===== config.mk =====
export PLATFORM = sky130hd
export DESIGN_NAME = i2c_config_sequencer
export DESIGN_NICKNAME = d
export VERILOG_FILES = /design/src/rtl/i2c_cfg_pkg.sv /design/src/rtl/i2c_config_rom.sv /design/src/rtl/i2c_config_sequencer.sv
export SDC_FILE = /design/constraint.sdc
export NUM_CORES = 1
export LEC_CHECK = 0
export CAP_MARGIN = 20
export CORE_MARGIN = 1.5
export CORE_UTILIZATION = 42
export DETAILED_ROUTE_END_ITERATION = 10
export GPL_ROUTABILITY_DRIVEN = 0
export PLACE_DENSITY = 0.68
export REMOVE_ABC_BUFFERS = 1
export SKIP_CTS_REPAIR_TIMING = 1
export SYNTH_ARGS = -nofsm -noshare
export SYNTH_HDL_FRONTEND = slang
export SYNTH_SLANG_ARGS = --single-unit

===== constraint.sdc =====
create_clock -name clk_i -period 2.5 [get_ports clk_i]
set_input_delay 0.625 -clock clk_i [delete_from_list [all_inputs] [get_ports clk_i]]
set_output_delay 0.625 -clock clk_i [all_outputs]
set_load 0.01 [all_outputs]

===== src/rtl/i2c_cfg_pkg.sv =====
// Shared types and the boot-time register table for the I2C configuration sequencer.
package i2c_cfg_pkg;

  typedef struct packed {
    logic [7:0] reg_addr;
    logic [7:0] data;
  } cfg_entry_t;

  typedef enum logic [2:0] {
    ST_IDLE      = 3'd0,
    ST_ISSUE     = 3'd1,
    ST_WAIT_BUSY = 3'd2,
    ST_WAIT_DONE = 3'd3,
    ST_CHECK     = 3'd4,
    ST_GAP       = 3'd5,
    ST_DONE      = 3'd6,
    ST_FAIL      = 3'd7
  } seq_state_e;

  localparam int TABLE_DEPTH = 16;

  localparam cfg_entry_t DEFAULT_TABLE [TABLE_DEPTH] = '{
    '{reg_addr: 8'h0F, data: 8'h80}, '{reg_addr: 8'h10, data: 8'h3C},
    '{reg_addr: 8'h11, data: 8'h5A}, '{reg_addr: 8'h12, data: 8'hA5},
    '{reg_addr: 8'h13, data: 8'h01}, '{reg_addr: 8'h14, data: 8'hFF},
    '{reg_addr: 8'h15, data: 8'h7E}, '{reg_addr: 8'h16, data: 8'h42},
    '{reg_addr: 8'h20, data: 8'h00}, '{reg_addr: 8'h21, data: 8'h11},
    '{reg_addr: 8'h22, data: 8'h22}, '{reg_addr: 8'h23, data: 8'h33},
    '{reg_addr: 8'h30, data: 8'hC0}, '{reg_addr: 8'h31, data: 8'hDE},
    '{reg_addr: 8'h32, data: 8'hAD}, '{reg_addr: 8'h3F, data: 8'h01}
  };

  // Counter widths never collapse to zero bits, even for single-value ranges.
  function automatic int clog2_min1(input int n);
    return (n > 1) ? $clog2(n) : 1;
  endfunction

endpackage


===== src/rtl/i2c_config_rom.sv =====
// Combinational lookup of one configuration entry; indices past the table read as zero.
module i2c_config_rom import i2c_cfg_pkg::*; #(
  parameter int NUM_ENTRIES = 16,
  parameter int IDX_W       = clog2_min1(NUM_ENTRIES)
) (
  input  logic [IDX_W-1:0] index_i,
  output cfg_entry_t       entry_o
);

  always_comb begin
    entry_o = '0;
    for (int i = 0; i < TABLE_DEPTH; i++) begin
      if (i < NUM_ENTRIES && index_i == IDX_W'(i)) begin
        entry_o = DEFAULT_TABLE[i];
      end
    end
  end

endmodule


===== src/rtl/i2c_config_sequencer.sv =====
// Walks the configuration table through the I2C write master, retrying NACKed or
// timed-out writes, and reports aggregate done/fail status.
module i2c_config_sequencer import i2c_cfg_pkg::*; #(
  parameter int         NUM_ENTRIES    = 16,
  parameter logic [6:0] SLAVE_ADDR     = 7'h1A,
  parameter int         MAX_RETRIES    = 3,
  parameter int         GAP_CYCLES     = 4,
  parameter int         TIMEOUT_CYCLES = 64,
  localparam int        IDX_W          = clog2_min1(NUM_ENTRIES)
) (
  input  logic             clk_i,
  input  logic             rst_ni,
  input  logic             start_i,
  output logic             busy_o,
  output logic             done_o,
  output logic             fail_o,
  output logic [IDX_W-1:0] fail_index_o,
  output logic [6:0]       m_slav_addr_o,
  output logic             m_read_not_write_o,
  output logic [7:0]       m_reg_addr_o,
  output logic [7:0]       m_write_data_o,
  output logic             m_write_valid_o,
  input  logic             m_write_ready_i,
  input  logic             m_error_i
);

  localparam int RTY_W = clog2_min1(MAX_RETRIES + 1);
  localparam int TMR_W = clog2_min1(TIMEOUT_CYCLES + 1);
  localparam int GAP_W = clog2_min1(GAP_CYCLES);

  localparam logic [IDX_W-1:0] LAST_IDX = IDX_W'(NUM_ENTRIES - 1);
  localparam logic [RTY_W-1:0] RTY_MAX  = RTY_W'(MAX_RETRIES);
  localparam logic [TMR_W-1:0] TMR_MAX  = TMR_W'(TIMEOUT_CYCLES);
  localparam logic [GAP_W-1:0] GAP_LAST = GAP_W'(GAP_CYCLES - 1);

  seq_state_e       state_q, state_d;
  logic [IDX_W-1:0] index_q, index_d;
  logic [RTY_W-1:0] retry_q, retry_d;
  logic [TMR_W-1:0] timer_q, timer_d;
  logic [GAP_W-1:0] gap_q, gap_d;
  logic             err_q, err_d;
  logic             fail_q, fail_d;
  logic [IDX_W-1:0] fail_index_q, fail_index_d;
  cfg_entry_t       entry;

  i2c_config_rom #(
    .NUM_ENTRIES (NUM_ENTRIES),
    .IDX_W       (IDX_W)
  ) u_rom (
    .index_i (index_q),
    .entry_o (entry)
  );

  always_comb begin
    state_d      = state_q;
    index_d      = index_q;
    retry_d      = retry_q;
    timer_d      = timer_q;
    gap_d        = gap_q;
    err_d        = err_q;
    fail_d       = fail_q;
    fail_index_d = fail_index_q;

    case (state_q)
      ST_IDLE: begin
        if (start_i) begin
          index_d = '0;
          retry_d = '0;
          fail_d  = 1'b0;
          state_d = ST_ISSUE;
        end
      end
      // valid is held in ISSUE, so ready alone completes the handshake
      ST_ISSUE: begin
        if (m_write_ready_i) begin
          timer_d = '0;
          err_d   = 1'b0;
          state_d = ST_WAIT_BUSY;
        end
      end
      ST_WAIT_BUSY, ST_WAIT_DONE: begin
        if (timer_q != TMR_MAX) timer_d = timer_q + 1'b1;
        if (state_q == ST_WAIT_BUSY && !m_write_ready_i) begin
          state_d = ST_WAIT_DONE;
        end else if (state_q == ST_WAIT_DONE && m_write_ready_i) begin
          // the master drops its NACK flag one cycle after ready returns
          err_d   = m_error_i;
          state_d = ST_CHECK;
        end else if (timer_q == TMR_MAX) begin
          err_d   = 1'b1;
          state_d = ST_CHECK;
        end
      end
      ST_CHECK: begin
        gap_d = '0;
        if (!err_q) begin
          if (index_q == LAST_IDX) begin
            state_d = ST_DONE;
          end else begin
            index_d = index_q + 1'b1;
            retry_d = '0;
            state_d = ST_GAP;
          end
        end else if (retry_q < RTY_MAX) begin
          retry_d = retry_q + 1'b1;
          state_d = ST_GAP;
        end else begin
          fail_d       = 1'b1;
          fail_index_d = index_q;
          state_d      = ST_FAIL;
        end
      end
      ST_GAP: begin
        if (gap_q == GAP_LAST) state_d = ST_ISSUE;
        else                   gap_d   = gap_q + 1'b1;
      end
      ST_DONE, ST_FAIL: state_d = ST_IDLE;
      default:          state_d = ST_IDLE;
    endcase
  end

  always_ff @(posedge clk_i) begin
    if (!rst_ni) begin
      state_q      <= ST_IDLE;
      index_q      <= '0;
      retry_q      <= '0;
      timer_q      <= '0;
      gap_q        <= '0;
      err_q        <= 1'b0;
      fail_q       <= 1'b0;
      fail_index_q <= '0;
    end else begin
      state_q      <= state_d;
      index_q      <= index_d;
      retry_q      <= retry_d;
      timer_q      <= timer_d;
      gap_q        <= gap_d;
      err_q        <= err_d;
      fail_q       <= fail_d;
      fail_index_q <= fail_index_d;
    end
  end

  assign busy_o             = (state_q != ST_IDLE);
  assign done_o             = (state_q == ST_DONE);
  assign fail_o             = fail_q;
  assign fail_index_o       = fail_index_q;
  assign m_slav_addr_o      = SLAVE_ADDR;
  assign m_read_not_write_o = 1'b0;
  assign m_reg_addr_o       = entry.reg_addr;
  assign m_write_data_o     = entry.data;
  assign m_write_valid_o    = (state_q == ST_ISSUE);

endmodule


==> flow_summary.toml, run 1 <==
[detailed_routing]
ant_nets = 0
vias = 1674
viasPerCell = 5.30
first_iter_violations = 75
drcViolationCount = 0
first_pass_iters = 4
wl_per_cell_um = 12.3
wl_um = 3900

[global_route]
antenna_found_initial = 0
grt_use_total_pct = 18.0
grt_first_pass_wirelength_um = 6310
grt_overflow = 0
grt_start_max_net_pins = 14
grt_pass1_vias = 1383

[yosys]
synthArstFlopShare_pct = 0
synthTopCellsByArea = "dfxtp_1, a21oi_1, ha_1"
yosysMostFrequentCell = "nand2_1"
ys_seq_area_share_pct = 28.1
yosysWarnings = 0
syn-cell-area_sq_mm = 0.00171
syn_inst = 232
synth_edf_count = 0
yosys.cell_types.count = 47
yosysTopAreaCell = "dfxtp_1"
netlist.area_leader.share_pct = 28.1
synth_ff_type = "dfxtp_1"
ys_seq_elements = 24
synth_common_cells = "nand2_1, nor2_1, dfxtp_1"
avgSynthCellArea_sq_um = 7.36

[sta]
grt_setup_unrepaired = "yes"
clock.fmax_ghz = 0.388
min_period_over_period_pct = 103
fin_worst_skew_ns = 0.00388
holdWs_ns = 0.475
slew_headroom_pct = 63.4
finalMaxSlewViolations = 0
setup_tns_ns = -0.0759
final_hold_viol_count = 0
setup_violations = 1
setup_ws_ns = -0.0759
worstMarginPinSlew_ns = 0.547
min_period_ns = 2.58

[setup_path]
worstSetupEndpoint = "m_reg_addr_o[4]"
cpMaxStageDelayCell = "clkdlybuf4s50_1"
crit_path_start_kind = "flop"
worst_r2r_startpoint = "state_q[2]"
startpoint = "index_q[0]"
cp_max_fo = 8
cp_top_family = "buffers and inverters"
endpoint_kind = "output port"
critPathArrivalTime_ns = 1.95
crit_chain = "inv_2 -> buf_4 -> ha_1 -> buf_4 -> o21ai_0 -> o21ai_0 -> clkdlybuf4s50_1"
ff2ff_setup_slack_ns = 0.60
r2r_cells = 4
reg2reg_to = "fail_index_o[0]"
path_depth = 7
required_ns = 1.88
crit_buf_inv = 4
critical_path.max_stage_delay_ns = 0.49
worstSetupPathType = "flop to output port"

[cts]
root_buffer = "clkbuf_8"
clkLatencyLatePin_ns = 0.27
h-tree-depth = 1
clkSinkCount = 24
cts_buffer_depth = 2
cts-buffers-inserted = 3
clk_pin_slew_ns = 0.09
cts_tree = "built"

[layout]
final_cells = 316
n_fill_cell = 349
multi_input_area_sq_mm = 0.00115
antennaDiodeCount = 0
drive_gt1_share_pct = 16.8
fin_util_pct = 60.0
synthToLayoutAreaGrowth_pct = 32.5
nNetsFinal = 282
seq_area_sq_um = 487

[status]
failed_checks = "setup timing"
outcome = "finished, violations left"

[floorplanning]
start_util_pct = 45.3
fp.dieW_um = 66.8
die_h_um = 66.8
die_area_sq_mm = 0.00446
rows = 22
ios = 37
coreArea_sq_mm = 0.00377

[pwr]
leakage_nw = 1.03
vdd_drop_max_v = 0.000296
cellPowerDensity_mw_per_mm2 = 348

[run]
max_cap_viol_count = 0

[placed_design]
dp_hpwl_um = 2760
dpl.cell_count = 309
detailedPlace.worstSlack_ns = -0.00629
port_buffers = 26

[min_path]
hp-class = "flop to flop"
## sequential cells by signal, indices dropped and copies added (netlist names)
signal and flops:
retry_q 2, fail_o 1, err_q 1, timer_q 7, gap_q 2, index_q 4
state_q 3, fail_index_o 4
## worst min-delay path by stage
| stage | from | endpoint | slack [ns] | cells after the start |
|---|---|---|---|---|
| 2_1_floorplan | gap_q[0] | gap_q[0] | 0.46 | 2 |
| 3_3_place_gp | fail_o | fail_o | 0.45 | 2 |
| 3_5_place_dp | fail_o | fail_o | 0.46 | 2 |
| 4_1_cts | fail_o | fail_o | 0.48 | 2 |
| 5_1_grt | fail_o | fail_o | 0.49 | 2 |
| 6_report | fail_o | fail_o | 0.47 | 2 |
## routing by layer
layer	GRT usage [%]	up-vias	part of all wire [%]
met3	3.04	4	4.3
met2	26.6	39	41
met4	3.83	0	0.56
li1	-	875	-
met1	27.0	756	54
met5	0	-	0
## worst register-to-register path, cell delays in order (launching register included)
cell and delay (ns):
dfxtp_1 0.52, nor3b_2 0.55, nand3_1 0.40, mux2i_1 0.25, nor2_1 0.06
## through the flow
stage                     instance area [sq um]  power [mW]
after floorplan                            1610       0.475
after global placement                     2080       0.525
after detailed placement                   2080       0.525
after CTS                                  2130       0.796
after global routing                       2260       0.817
final                                      2260       0.787
## cells in the final DEF (no fill, tap or decap), types with 3 or more instances in the layout
cell type / n
ha_4: 3
nor2_1: 22
conb_1: 10
ha_1: 5
clkdlybuf4s50_1: 13
and2_1: 4
buf_4: 22
o22ai_1: 3
a21oi_1: 20
mux2i_1: 8
or3_1: 3
inv_1: 9
nand2_1: 26
o31ai_1: 4
clkbuf_8: 4
nor4_1: 3
o21ai_0: 14
dfxtp_1: 21
dlymetal6s2s_1: 13
nand3_1: 10
nor3_1: 4
xnor2_1: 4
## cells by family (layout without fill, tap and decap cells)
kind of cell	after synthesis	in the layout	share of synthesized area (%)
simple gates	88	88	25.2
compound gates	61	61	22.9
buf+inv	36	64	10.1
flops	24	24	28.1
fa+ha+maj	9	9	6.45
mux	8	8	4.69
xor+xnor	4	4	2.05
other cells	2	10	0.440
## layout make-up
class / count / area share [%]
repair buffers: 49 / 20.7
flip-flops and latches: 24 / 21.5
multi-input cells: 180 / 50.9
inverters: 11 / 1.82
clock buffers: 4 / 2.43
well taps: 48 / 2.65
## power breakdown
group / switching (mW) / internal [mW] / total (mW) / leakage [nW]
Sequential: 0.00875 / 0.386 / 0.395 / 0.196
Clock: 0.129 / 0.141 / 0.270 / 0.0288
Combinational: 0.0672 / 0.0547 / 0.122 / 0.806
Total: 0.205 / 0.582 / 0.787 / 1.03
Note: power is estimated with default switching activity, not from simulation.
==> inputs of run 2 (changes only) <==
--- a/config.mk
+++ b/config.mk
@@ -12,3 +12,3 @@
 export GPL_ROUTABILITY_DRIVEN = 0
-export PLACE_DENSITY = 0.68
+export PLACE_DENSITY = 0.71
 export REMOVE_ABC_BUFFERS = 1
==> constraint.sdc (replaced) <==
create_clock -name clk_i -period 2.1 [get_ports clk_i]
set_input_delay 0.525 -clock clk_i [delete_from_list [all_inputs] [get_ports clk_i]]
set_output_delay 0.525 -clock clk_i [all_outputs]
set_load 0.02 [all_outputs]
==> flow_summary.toml, run 2 (same netlist as run 1, synthesis figures left out) <==
[layout]
top_register = "timer_q"
mostFrequentLayoutCells = "buf_4, nand2_1, nor2_1, dfxtp_1, a21oi_1"
nNetsFinal = 299
largest_register_ffs = 7
antennaDiodeCount = 0
fin_util_pct = 64.6
layout_commonest_cell = "buf_4"
drive_gt1_share_pct = 29.1
synthToLayoutAreaGrowth_pct = 42.6

[setup_path]
worstSetupPathType = "flop to output port"
crit_chain = "inv_4 -> ha_4 -> buf_6 -> nor2_4 -> nand2_2 -> o21ai_1 -> o21ai_0 -> buf_2"
worst_r2r_startpoint = "state_q[2]"
critical_path.max_stage_delay_ns = 0.39
required_ns = 1.57
cp_max_fo = 6
cpMaxStageDelayCell = "dfxtp_4"
crit_path_start_kind = "flop"
endpoint_kind = "output port"
critPathArrivalTime_ns = 1.68
startpoint = "index_q[0]"

[detailed_routing]
first_pass_iters = 4
wl_um = 4790
vias = 1800
first_iter_violations = 74
ant_nets = 0
viasPerCell = 5.41
drcViolationCount = 0
wl_per_cell_um = 14.4

[cts]
h-tree-depth = 1
clkLatencyLatePin_ns = 0.27
root_buffer = "clkbuf_8"
cts_tree = "built"
clk_pin_slew_ns = 0.09
cts-buffers-inserted = 3
clkSinkCount = 24
cts_buffer_depth = 2

[floorplanning]
fp.dieW_um = 66.8
die_h_um = 66.8
die_area_sq_mm = 0.00446
coreArea_sq_mm = 0.00377
start_util_pct = 45.3
rows = 22
ios = 37

[global_route]
grt_use_total_pct = 18.6
antenna_found_initial = 0
grt_overflow = 0
grt_pass1_vias = 1444
grt_start_max_net_pins = 18
grt_first_pass_wirelength_um = 6490

[min_path]
hp-class = "flop to flop"
hp-start = "gap_q[0]"

[sta]
min_period_over_period_pct = 105
final_hold_viol_count = 0
clock.fmax_ghz = 0.453
setup_tns_ns = -0.353
fin_worst_skew_ns = 0.00311
min_period_ns = 2.21
finalMaxSlewViolations = 0
setup_ws_ns = -0.106
setup_violations = 6
grt_setup_unrepaired = "yes"
holdWs_ns = 0.504

[run]
max_cap_viol_count = 0

[pwr]
leakage_nw = 1.06
cellPowerDensity_mw_per_mm2 = 395
vdd_drop_max_v = 0.000361
p_total_uw = 962

[status]
failed_checks = "setup timing"
outcome = "finished, violations left"

[placed_design]
port_buffers = 26
dp_hpwl_um = 2940
-- run 2: changes by cell type in the layout (fill, tap and decap cells not counted), sizes merged --
cell | before | now
clkdlybuf4s50 | 13 | 9
buf | 23 | 50
dlymetal6s2s | 13 | 4
clkbuf | 4 | 7
-- run 2: routing by layer --
| layer | part of all wire [%] | GRT usage [%] | vias up |
|---|---|---|---|
| li1 | - | - | 907 |
| met1 | 45 | 27.5 | 831 |
| met2 | 50 | 28.5 | 56 |
| met3 | 4.5 | 2.03 | 6 |
| met4 | 1.2 | 4.85 | 0 |
| met5 | 0 | 0 | - |
-- run 2: power breakdown --
group          switching (mW)  internal, mW  total [mW]
sequential            0.00924         0.459       0.468
combinational          0.0995        0.0731       0.173
clock                   0.154         0.167       0.321
total                   0.262         0.699       0.962
-- run 2: final timing paths --
| check | to | slack [ns] | cells after the start |
|---|---|---|---|
| worst min-delay path | gap_q[0] | 0.50 | 2 |
| worst max register to register | fail_index_o[2] | 0.22 | 5 |
| worst max-delay path | m_reg_addr_o[4] | -0.11 | 8 |
| worst min register to register | gap_q[0] | 0.50 | 2 |
-- run 2: layout make-up --
cell class,count,area [sq um]
Multi-Input combinational cell,180,1210
Timing Repair Buffer,66,576
Sequential cell,24,488
Clock buffer,4,55.1
Fill cell,318,1340
Inverter,11,43.8
Tap cell,48,60.1
-- run 2: stage by stage --
stage / cell area [sq um] / std cells / setup slack, ns
final: 2430 / 333 / -0.106
after global routing: 2430 / 333 / -0.166
after CTS: 2240 / 328 / -0.632
after detailed placement: 2190 / 324 / -0.336
after global placement: 2190 / 324 / -0.282
after floorplan: 1610 / 215 / -0.115
-- run 2: critical path: cells and delay by family (launching register included) --
kind | cells | cell delay (ns)
AND/OR/NAND/NOR | 2 | 0.30
AO/OA/AOI/OAI | 2 | 0.20
buffers and inverters | 3 | 0.35
flip-flops | 1 | 0.39
adder cells (fa/ha/maj) | 1 | 0.18
